File: config.mk
export PLATFORM = sky130hd
export DESIGN_NAME = dp_ram_port_ctrl
export DESIGN_NICKNAME = d
export VERILOG_FILES = /design/src/rtl/dp_ram_port_ctrl.sv
export SDC_FILE = /design/constraint.sdc
export NUM_CORES = 1
export LEC_CHECK = 0
export ABC_AREA = 0
export CAP_MARGIN = 20
export CORE_ASPECT_RATIO = 1.1
export CORE_MARGIN = 1.5
export CORE_UTILIZATION = 42
export CTS_CLUSTER_SIZE = 25
export DETAILED_ROUTE_END_ITERATION = 7
export PLACE_DENSITY = 0.83
export SLEW_MARGIN = 20
export SYNTH_ARGS = -nofsm -noshare
export SYNTH_HDL_FRONTEND = slang
export SYNTH_SLANG_ARGS = --single-unit
export TNS_END_PERCENT = 1
File: constraint.sdc
create_clock -name CLK -period 1.9 [get_ports CLK]
set_input_delay 0.38 -clock CLK [delete_from_list [all_inputs] [get_ports CLK]]
set_output_delay 0.38 -clock CLK [all_outputs]
set_load 0.02 [all_outputs]
File: src/rtl/dp_ram_port_ctrl.sv
`default_nettype none
// ============================================================================
//  Module   : dp_ram_port_ctrl
//  Purpose  : Initiator for one port of dp_ram. It accepts valid/ready
//             read/write requests and drives the port's address, write data
//             and byte-lane write enables. It returns read data or write
//             status on a valid/ready response channel. A write that the RAM
//             suppresses through arbitration is reissued unchanged. After
//             MAX_RETRY failed attempts it is abandoned with RSP_ERR=1.
//  Ports    : CLK, RST_N (async, active low)
//             REQ_VALID/REQ_READY/REQ_WRITE/REQ_ADDR/REQ_WDATA/REQ_STRB
//                          request channel
//             RSP_VALID/RSP_READY/RSP_RDATA/RSP_ERR
//                          response channel
//             MEM_ADDR/MEM_W_DATA/MEM_W_EN
//                          to the RAM port
//             MEM_R_DATA/MEM_ARB_ERR
//                          from the RAM port (combinational read)
//  Revision : 1.0  initial release
// ============================================================================
module dp_ram_port_ctrl #(
   parameter  int WIDTH         = 8,
   parameter  int DEPTH         = 8,
   parameter  int STRB_WIDTH    = 8,
   parameter  int MAX_RETRY     = 4,
   localparam int c_ADDR_WIDTH  = $clog2(DEPTH),
   localparam int c_WE_WIDTH    = WIDTH / STRB_WIDTH,
   localparam int c_RETRY_WIDTH = $clog2(MAX_RETRY + 1)
) (
   input  logic                    CLK,
   input  logic                    RST_N,
   input  logic                    REQ_VALID,
   output logic                    REQ_READY,
   input  logic                    REQ_WRITE,
   input  logic [c_ADDR_WIDTH-1:0] REQ_ADDR,
   input  logic [WIDTH-1:0]        REQ_WDATA,
   input  logic [c_WE_WIDTH-1:0]   REQ_STRB,
   output logic                    RSP_VALID,
   input  logic                    RSP_READY,
   output logic [WIDTH-1:0]        RSP_RDATA,
   output logic                    RSP_ERR,
   output logic [c_ADDR_WIDTH-1:0] MEM_ADDR,
   output logic [WIDTH-1:0]        MEM_W_DATA,
   output logic [c_WE_WIDTH-1:0]   MEM_W_EN,
   input  logic [WIDTH-1:0]        MEM_R_DATA,
   input  logic                    MEM_ARB_ERR
);

   typedef enum logic [1:0] {
      S_IDLE   = 2'd0,
      S_ACCESS = 2'd1,
      S_RESP   = 2'd2
   } state_t;

   localparam logic [c_RETRY_WIDTH-1:0] c_RETRY_LIMIT = c_RETRY_WIDTH'(MAX_RETRY);

   state_t                    r_state;
   logic                      r_ready_en;
   logic                      r_write;
   logic [c_ADDR_WIDTH-1:0]   r_addr;
   logic [WIDTH-1:0]          r_wdata;
   logic [c_WE_WIDTH-1:0]     r_strb;
   logic [c_RETRY_WIDTH-1:0]  r_retry;
   logic [WIDTH-1:0]          r_rsp_rdata;
   logic                      r_rsp_err;

   logic                      w_req_ready;
   logic                      w_accept;
   logic [c_RETRY_WIDTH-1:0]  w_retry_nxt;

   // r_ready_en keeps REQ_READY low for the first cycle after reset release.
   // In RESP a new request may only enter on the same edge as the response
   // handshake, so REQ_READY follows RSP_READY there.
   assign w_req_ready = r_ready_en &&
                        ((r_state == S_IDLE) || ((r_state == S_RESP) && RSP_READY));
   assign w_accept    = REQ_VALID && w_req_ready;
   assign w_retry_nxt = r_retry + c_RETRY_WIDTH'(1);

   always_ff @(posedge CLK or negedge RST_N) begin
      if (!RST_N) begin
         r_state     <= S_IDLE;
         r_ready_en  <= 1'b0;
         r_write     <= 1'b0;
         r_addr      <= '0;
         r_wdata     <= '0;
         r_strb      <= '0;
         r_retry     <= '0;
         r_rsp_rdata <= '0;
         r_rsp_err   <= 1'b0;
      end else begin
         r_ready_en <= 1'b1;

         // Command capture happens only on the accept edge.
         if (w_accept) begin
            r_write <= REQ_WRITE;
            r_addr  <= REQ_ADDR;
            r_wdata <= REQ_WDATA;
            r_strb  <= REQ_STRB;
            r_retry <= '0;
         end

         case (r_state)
            S_IDLE: begin
               if (w_accept) begin
                  r_state <= S_ACCESS;
               end
            end
            S_ACCESS: begin
               if (!r_write) begin
                  r_rsp_rdata <= MEM_R_DATA;
                  r_rsp_err   <= 1'b0;
                  r_state     <= S_RESP;
               end else if (!MEM_ARB_ERR || (r_strb == '0)) begin
                  // An all-zero strobe write touches nothing, so an
                  // arbitration loss on it is not worth retrying.
                  r_rsp_rdata <= '0;
                  r_rsp_err   <= 1'b0;
                  r_state     <= S_RESP;
               end else begin
                  r_retry <= w_retry_nxt;
                  if (w_retry_nxt == c_RETRY_LIMIT) begin
                     r_rsp_rdata <= '0;
                     r_rsp_err   <= 1'b1;
                     r_state     <= S_RESP;
                  end
               end
            end
            S_RESP: begin
               if (RSP_READY) begin
                  r_state <= REQ_VALID ? S_ACCESS : S_IDLE;
               end
            end
            default: r_state <= S_IDLE;
         endcase
      end
   end

   assign REQ_READY  = w_req_ready;
   assign RSP_VALID  = (r_state == S_RESP);
   assign RSP_RDATA  = r_rsp_rdata;
   assign RSP_ERR    = r_rsp_err;
   assign MEM_ADDR   = r_addr;
   assign MEM_W_DATA = r_wdata;
   // Built only from async-reset flops, so the enables fall the moment
   // RST_N asserts and no write can land on the following edge.
   assign MEM_W_EN   = ((r_state == S_ACCESS) && r_write) ? r_strb : '0;

endmodule
`default_nettype wire

# [Yosys cells after proc, flatten, opt, wreduce, memory -nomap -nowiden]
# Index checks and enable logic that the tools add are counted.
[classes] addsub=1 n_eq_ne=7 n_mux=18 n_bitwise=1 n_reduce_logical=10
[op_table] cell="8-bit 2-to-1 mux" n=3
[op_table] cell="3-bit 2-to-1 mux" n=4
[op_table] cell="2-bit 2-to-1 mux" n=5
[op_table] cell="2-bit case mux with 3 select lines" n=1
[op_table] cell="1-bit 2-to-1 mux" n=5
[op_table] cell="1-bit logical AND" n=4
[op_table] cell="4-bit != test (second input constant)" n=1
[op_table] cell="3-bit by 1-bit adder with 3-bit output (second input constant)" n=1
[op_table] cell="3-bit == test (second input constant)" n=1
[op_table] cell="3-bit by 1-bit != test with 1-bit output (second input constant)" n=1
[op_table] cell="3-bit AND reduction" n=1
[op_table] cell="2-bit by 1-bit == test with 1-bit output (second input constant)" n=1
[op_table] cell="2-bit == test (second input constant)" n=1
[op_table] cell="2-bit logical NOT" n=1
[op_table] cell="1-bit logical OR" n=2
[op_table] cell="2-bit by 1-bit != test with 1-bit output (second input constant)" n=1
[op_table] cell="2-bit != test (second input constant)" n=1
[op_table] cell="2-bit AND reduction" n=1
[op_table] cell="1-bit logical NOT" n=1
[op_table] cell="1-bit inverter" n=1
[totals] register_bits=28 input_bits=26 out_inout_bits=23 wordCells=46

# [Longest topological paths before layout]
# Gate-level depths: netlist of the first run.
[logic_depth] ltp_word=9 ltp_mapped=5 ltp_nobuf=5

# [Worst setup path after synthesis of the first run]
# No wires, ideal clock.
[synth_timing] path_type="register to register" start="register r_retry[0]" end="register r_state[1]" setup_time_ns=0.138 t_arrival_ns=1.260 required_ns=1.762 slack_ns=0.502 stages_incl_launch_ff=6 path_buffers=0 synth_period_minus_slack_ns=1.398 cell_sequence="dfrtp_1 ha_1 nor2b_1 o21a_1 o21ai_4 o21ai_0"
[synth_via] elab_chain_cells=4
[synth_rtl] item="start: declaration" line="63" source="logic [c_RETRY_WIDTH-1:0] r_retry;"
[synth_rtl] item="start signal: assignment" line="120" source="r_retry <= w_retry_nxt;"
[synth_rtl] item="3-bit by 1-bit adder with 3-bit output" line="77" source="assign w_retry_nxt = r_retry + c_RETRY_WIDTH'(1);"
[synth_rtl] item="3-bit == test" line="121" source="if (w_retry_nxt == c_RETRY_LIMIT) begin"
[synth_rtl] item="4-bit != test (no source line)"
[synth_rtl] item="3-bit AND reduction (no source line)"
[synth_rtl] item="end signal: assignment" line="130" source="r_state <= REQ_VALID ? S_ACCESS : S_IDLE;"
[synth_rtl] item="end: declaration" line="57" source="state_t r_state;"
# No other way between the ends.
# A chain may end at the register's enable or synchronous reset.

# [Worst setup path in the final report of the first run]
[layout_timing] start="register r_state[1]" end="output MEM_W_EN"
[layout_via] elab_chain_cells=3
[layout_rtl] item="2-bit by 1-bit == test with 1-bit output" line="146" source="assign MEM_W_EN = ((r_state == S_ACCESS) && r_write) ? r_strb : '0;"
[layout_rtl] item="1-bit logical AND" line="146"
[layout_rtl] item="1-bit 2-to-1 mux" line="146"
[layout_rtl] item="end: declaration" line="44" source="output logic [c_WE_WIDTH-1:0] MEM_W_EN,"
# No other way between the ends.

==> metrics, run 1 <==
outcome=completed; CP arrival=1.47 ns; Die W=54.7 microns; Nets=between 150 and 200; CTS sink cnt=28; Post-CTS Setup Inserts=0; vias in the first global route=1005; GRT Overall Usage=0.182; GR Overflow Total=0; Port-buffer cells=between 40 and 50; worst skew pair latency=0.33 ns; met2 usage=0.313; Detailed Route Iter0 Violations=4; io pins=49; CTS Buffer Depth=2; Num CTS Buffers=3; GR Util met3=0.0500; Die ar.=3270 sq um; syn_nets=119; vias per inst=5.19; crit path launch type=flop; WS Path Type=flop to primary output; TritonCTS clock tree=yes; area leader, netlist=dfrtp_1; Register Area=701 sq um; Final Slew Violations=0; total number of vias=between 900 and 1000; Hold WC Path Type=input pin to async pin; initial core utilization=0.444; area share of the largest cell type after synthesis=0.569; final WL=2560 microns; # setup viols final=0; Mapped Area=1230 sq um; Fillers=210; global-route wire length before repair=4270 microns; Clock transition at path regs=roughly 0.15 ns; WP buf/inv=1; busiest grt layer=met2; # Max-Cap Violations=0; Area growth syn-to-layout=49.4%; Final ANT Viol Nets=0; largest net degree at the start of global routing=29; VDD IR-drop max=0.879 mV; CP required=roughly 1.5 ns; Setup crit end kind=primary output; hold buffer count at cts=0; Netlist cell types=28; area of the multi-input gates=a little over 500 sq um; CTS root buffer=clkbuf_4; Residual DRC=0; layout cell share with drive strength beyond 1=0.178; wire per inst=14.3 microns; Hold WS=0.388 ns; initial antenna violation count=0; DP Area=~1800 sq um; clk_skew=0.0120 ns; Avg Inst Size Synth=13.5 sq um; DP HPWL=1960 microns; final hold viol count=0; Mapped Cells=between 90 and 100; sequential area share after synthesis=0.569; CP peak stage delay=between 0.4 and 0.5 ns; FP Rows=20; crit path cell chain=and2b_1 -> and3_1 -> clkdlybuf4s15_1; Design Area, Final=roughly 1800 sq um; Synth Register Bits=28; Core Region=2780 sq um; ANT cells=0; placer congestion estimate=0.731; RSZ-0062 raised after global routing=false; Synth area leaders=dfrtp_1, mux2_4, mux2_2; Chip Height=59.8 microns; yosys warns=0; fin crit share=0.975; drt pass-1 iters=4; minimum clock period=1.85 ns; PD cells=1250 nW/um^2; GR Layer Usage met1=0.207; crit path max fanout=2; Worst path top cell family by delay=simple AND/OR/NAND/NOR gates; Pleak=0.882 nW; critical path's slowest cell=dfrtp_1; f_max=0.540 GHz; CTS H-tree depth=1
stage by stage:
| step | util | instances | total power [mW] | setup TNS, ns | setup WS (ns) |
|---|---|---|---|---|---|
| global placement | 0.645 | 175 | 1.91 | -0.166 | -0.166 |
| global route | 0.663 | 179 | 2.42 | 0 | 0.00143 |
| CTS | 0.663 | 179 | 2.33 | 0 | 0.00337 |
| finish | 0.663 | 179 | 2.31 | 0 | 0.0468 |
| detailed placement | 0.645 | 175 | 1.95 | -0.177 | -0.177 |
| floorplan | - | 91 | 1.44 | 0 | 0.502 |
worst register-to-register path: stages, from the launching register on:
cell	delay, ns
dfrtp_1	0.45
ha_1	0.23
nor2b_1	0.14
o21a_1	0.23
o21ai_4	0.28
o21ai_0	0.14
power by group:
part           switching, mW  leakage (nW)  total (mW)  internal, mW
sequential             0.111         0.349       0.894         0.783
combinational          0.468         0.506        1.03         0.561
clock                  0.175        0.0279       0.388         0.214
path summary, 6_finish.rpt:
kind / start / to / slack, ns / depth (start not counted)
max in group asynchronous: RST_N / r_retry[0] / 1.25 / 2
worst min-delay path: RST_N / RSP_RDATA[6] / 0.39 / 2
worst max register to register: r_retry[0] / r_state[1] / 0.33 / 5
worst max-delay path: r_state[1] / MEM_W_EN / 0.05 / 3
worst min register to register: RSP_RDATA[4] / RSP_RDATA[4] / 0.50 / 1
min in group CLK: RSP_RDATA[4] / RSP_RDATA[4] / 0.50 / 1
per-layer routing:
metal  vias to the layer above  wire length [microns]
li1                        429                      -
met1                       469                   1070
met2                        29                   1310
met3                         2                    164
met4                         0                     14
met5                         -                      0
state kept, by name, indices dropped and copies added (netlist names):
register	count
MEM_ADDR	3
r_ready_en	1
r_strb	1
RSP_ERR	1
r_write	1
RSP_RDATA	8
MEM_W_DATA	8
r_state	2
r_retry	3
cell families after synthesis:
family / share of synthesized area
other: 0.00304
AO/OA/AOI/OAI: 0.0944
flip-flops: 0.569
buffers and inverters: 0.0193
AND/OR/NAND/NOR: 0.146
multiplexers: 0.148
adder cells (fa/ha/maj): 0.0203
synthesized netlist by cell type:
library cell / number
dfrtp_1: 28
a21o_1: 8
nor3b_1: 8
mux2_4: 7
mux2_2: 6
nand2_1: 4
nand3_1: 4
nor2b_1: 3
ha_1: 2
nor2_1: 2
o21ai_0: 2
a22o_1: 1
and2b_1: 1
and3_1: 1
buf_2: 1
buf_6: 1
clkbuf_1: 1
conb_1: 1
inv_1: 1
mux2i_1: 1
nand2b_1: 1
nand2b_2: 1
nand4b_4: 1
o21a_1: 1
o21ai_1: 1
o21ai_4: 1
o32ai_1: 1
or2_1: 1
layout make-up:
class,instances,share of cell area
flip-flops and latches,28,0.380
multi-input cells,59,0.276
well taps,33,0.0224
clock inverters,1,0.0163
inverters,1,0.00204
clock buffers,3,0.0122
repair buffers,54,0.291
repair_timing:
| action | in CTS | in global routing |
|---|---|---|
| setup endpoints to repair | 3 | 1 |
| resized for setup | 3 | 1 |
| pin swaps | 0 | 0 |
placed cells by master (no fill, tap or decap):
| master | Yosys | layout |
|---|---|---|
| nor3b_1 | 8 | 8 |
| mux2_4 | 7 | 7 |
| nand2b_2 | 1 | 1 |
| nand2b_1 | 1 | 1 |
| nor2_1 | 2 | 2 |
| o21a_1 | 1 | 1 |
| inv_1 | 1 | 1 |
| clkbuf_4 | 0 | 3 |
| ha_1 | 2 | 2 |
| nand2_1 | 4 | 4 |
| conb_1 | 1 | 1 |
| or2_1 | 1 | 1 |
| buf_12 | 0 | 1 |
| nand3_1 | 4 | 4 |
| buf_4 | 0 | 5 |
| dfrtp_1 | 28 | 28 |
| o21ai_0 | 2 | 2 |
| mux2_2 | 6 | 6 |
| and2b_1 | 1 | 1 |
| o21ai_4 | 1 | 1 |
| a21o_1 | 8 | 8 |
| bufinv_16 | 0 | 1 |
| mux2i_1 | 1 | 1 |
| clkdlybuf4s15_1 | 0 | 1 |
| and3_1 | 1 | 1 |
| dlygate4sd2_1 | 0 | 2 |
| nor2b_1 | 3 | 3 |
| o32ai_1 | 1 | 1 |
| nand4b_4 | 1 | 1 |
| o21ai_1 | 1 | 1 |
| clkdlybuf4s50_1 | 0 | 45 |
| a22o_1 | 1 | 1 |
Note: power is estimated with default switching activity, not from simulation.
==> inputs of run 2 (changes only) <==
- CAP_MARGIN: 20 -> not set
- REMOVE_ABC_BUFFERS: not set -> 1
==> metrics, run 2 (synthesis results as in run 1) <==
outcome=completed; R2R cell count=5 (unchanged); io pins=49 (unchanged); CTS H-tree depth=1 (unchanged); Clock transition at path regs=0.15 ns (about the same); f_max=0.577 GHz (+7.0%); Area growth syn-to-layout=47.7%; R2R Setup Slk=0.31 ns (-0.02 ns); Final ANT Viol Nets=0 (unchanged); WS Path Type=input pin to primary output; largest net degree at the start of global routing=29 (unchanged); vias in the first global route=973 (-3.2%); worst skew pair latency=0.32 ns (about the same); Die W=54.7 microns (unchanged); CP arrival=1.35 ns (-0.12 ns); Final Slew Violations=0 (unchanged); wire per inst=14.4 microns (+0.82%); PD cells=1260 nW/um^2 (+0.78%); CP peak stage delay=0.47 ns (+0.06 ns); VDD IR-drop max=0.809 mV (-7.9%); most frequent cells in the layout=clkdlybuf4s50_1, dfrtp_1, nor3b_1, a21o_1, mux2_4; Residual DRC=0 (unchanged); Worst Setup EP=REQ_READY; GR Overflow Total=0 (unchanged); drt pass-1 iters=4 (unchanged); ANT cells=0 (unchanged); cell-internal power=1.55 mW (-0.56%); crit path launch type=input pin; Setup crit end kind=primary output; # setup viols final=0 (unchanged); CTS Buffer Depth=2 (unchanged); Pleak=0.875 nW (-0.87%); Die ar.=3270 sq um (unchanged); total number of vias=887 (-4.5%); Worst path top cell family by delay=buffers and inverters; reg-to-reg startpoint=r_retry[0]; Detailed Route Iter0 Violations=8 (+4); WP depth=5 (+2); clk_skew=0.0103 ns (-0.00163 ns); GRT Overall Usage=0.182 (about the same); crit path cell chain=clkdlybuf4s50_1 -> nand2b_2 -> nand2_1 -> nor2_1 -> clkbuf_2; FP Rows=20 (unchanged); crit path max fanout=2 (unchanged); fin crit share=0.912 (-0.0634); Place WS=-0.274 ns (-0.0967 ns); # Max-Cap Violations=0 (unchanged); commonest non-fill, non-tap cell in the layout=clkdlybuf4s50_1; Num CTS Buffers=3 (unchanged); Logic pwr share=0.446 (about the same); Reg-to-Reg End=r_state[1]; Nets=175 (unchanged); Worst Setup SP=RSP_READY; critical path's slowest cell=clkdlybuf4s50_1; Clk network pwr share=0.166 (-0.002); Sw Pwr=753 uW (about the same); Core Region=2780 sq um (unchanged); CP required=1.52 ns (about the same); DP HPWL=2020 microns (+3.2%); sw frac=0.327 (+0.00119); Port-buffer cells=48 (unchanged); WP buf/inv=2 (+1); vias per inst=4.96 (-4.5%); minimum clock period=1.73 ns (-0.121 ns); initial core utilization=0.444 (unchanged); CTS sink cnt=28 (unchanged); Hold WC Path Type=input pin to async pin; Post-CTS Setup Inserts=0 (unchanged); CTS root buffer=clkbuf_4; final worst setup slack=0.167 ns (+0.121 ns); TritonCTS clock tree=yes; hold buffer count at cts=0 (unchanged); Hold WS=0.401 ns (+0.0136 ns); global-route wire length before repair=4290 microns (+0.47%); final hold viol count=0 (unchanged); Chip Height=59.8 microns (unchanged); TNS Setup=0 ns (unchanged); Flop pwr share=0.388 (about the same); placer congestion estimate=0.742 (+1.5%); RSZ-0062 raised after global routing=false; layout cell share with drive strength beyond 1=0.192 (+0.0137); initial antenna violation count=0 (unchanged); final WL=2580 microns (+0.82%)
## run 2: cell types whose count changed in the layout (fill, tap and decap cells not counted), sizes merged
cell	delta
clkbuf	+2
clkdlybuf4s15	-1
dlygate4sd2	-1
## run 2: worst register-to-register path, cell delays in order (launching register included)
cell and delay [ns]:
dfrtp_1 0.44, ha_1 0.22, nor2b_1 0.14, o21a_1 0.23, o21ai_4 0.28, o21ai_0 0.16
## run 2: worst min-delay path by stage
stage,endpoint,startpoint,cells after the start
3_3_place_gp,RSP_RDATA[6],RSP_RDATA[6],1
2_1_floorplan,MEM_ADDR[0],RST_N,0
3_5_place_dp,RSP_RDATA[5],RSP_RDATA[5],1
4_1_cts,MEM_W_DATA[0],RST_N,2
5_1_grt,RSP_RDATA[0],RST_N,2
6_report,MEM_W_DATA[0],RST_N,2
## run 2: area by class of cell
| cell class | count | area [sq um] |
|---|---|---|
| Sequential cell | 28 | 701 |
| Fill cell | 202 | 957 |
| Timing Repair Buffer | 54 | 514 |
| Clock inverter | 1 | 30.0 |
| Clock buffer | 3 | 22.5 |
| Multi-Input combinational cell | 59 | 508 |
| Tap cell | 33 | 41.3 |
| Inverter | 1 | 3.75 |
## run 2: repair_timing
item,CTS,global route
setup endpoints to repair,3,2
resized for setup,5,2
endpoints found under the hold margin,0,0
cloned,0,0
## run 2: routing by layer
layer,up-vias,GRT usage,part of all wire
li1,427,-,-
met1,429,0.220,0.41
met2,29,0.323,0.53
met3,2,0.0325,0.058
met4,0,0.0536,0.0074
met5,-,0,0
## run 2: metrics by stage
step | util | cell area, sq um | power [mW] | cells
2_1_floorplan | - | 1210 | 1.43 | 88
3_3_place_gp | 0.641 | 1780 | 1.91 | 175
3_5_place_dp | 0.641 | 1780 | 1.95 | 175
4_1_cts | 0.659 | 1830 | 2.33 | 179
5_1_grt | 0.655 | 1820 | 2.42 | 179
6_report | 0.655 | 1820 | 2.30 | 179
## run 2: power groups by stage
| stage | Clock, mW | Sequential (mW) | Combinational (mW) |
|---|---|---|---|
| global placement | 0 | 0.889 | 1.02 |
| CTS | 0.387 | 0.896 | 1.04 |
| detailed placement | 0 | 0.902 | 1.05 |
| global route | 0.414 | 0.916 | 1.09 |
| finish | 0.382 | 0.894 | 1.03 |
| floorplan | 0 | 1.10 | 0.324 |
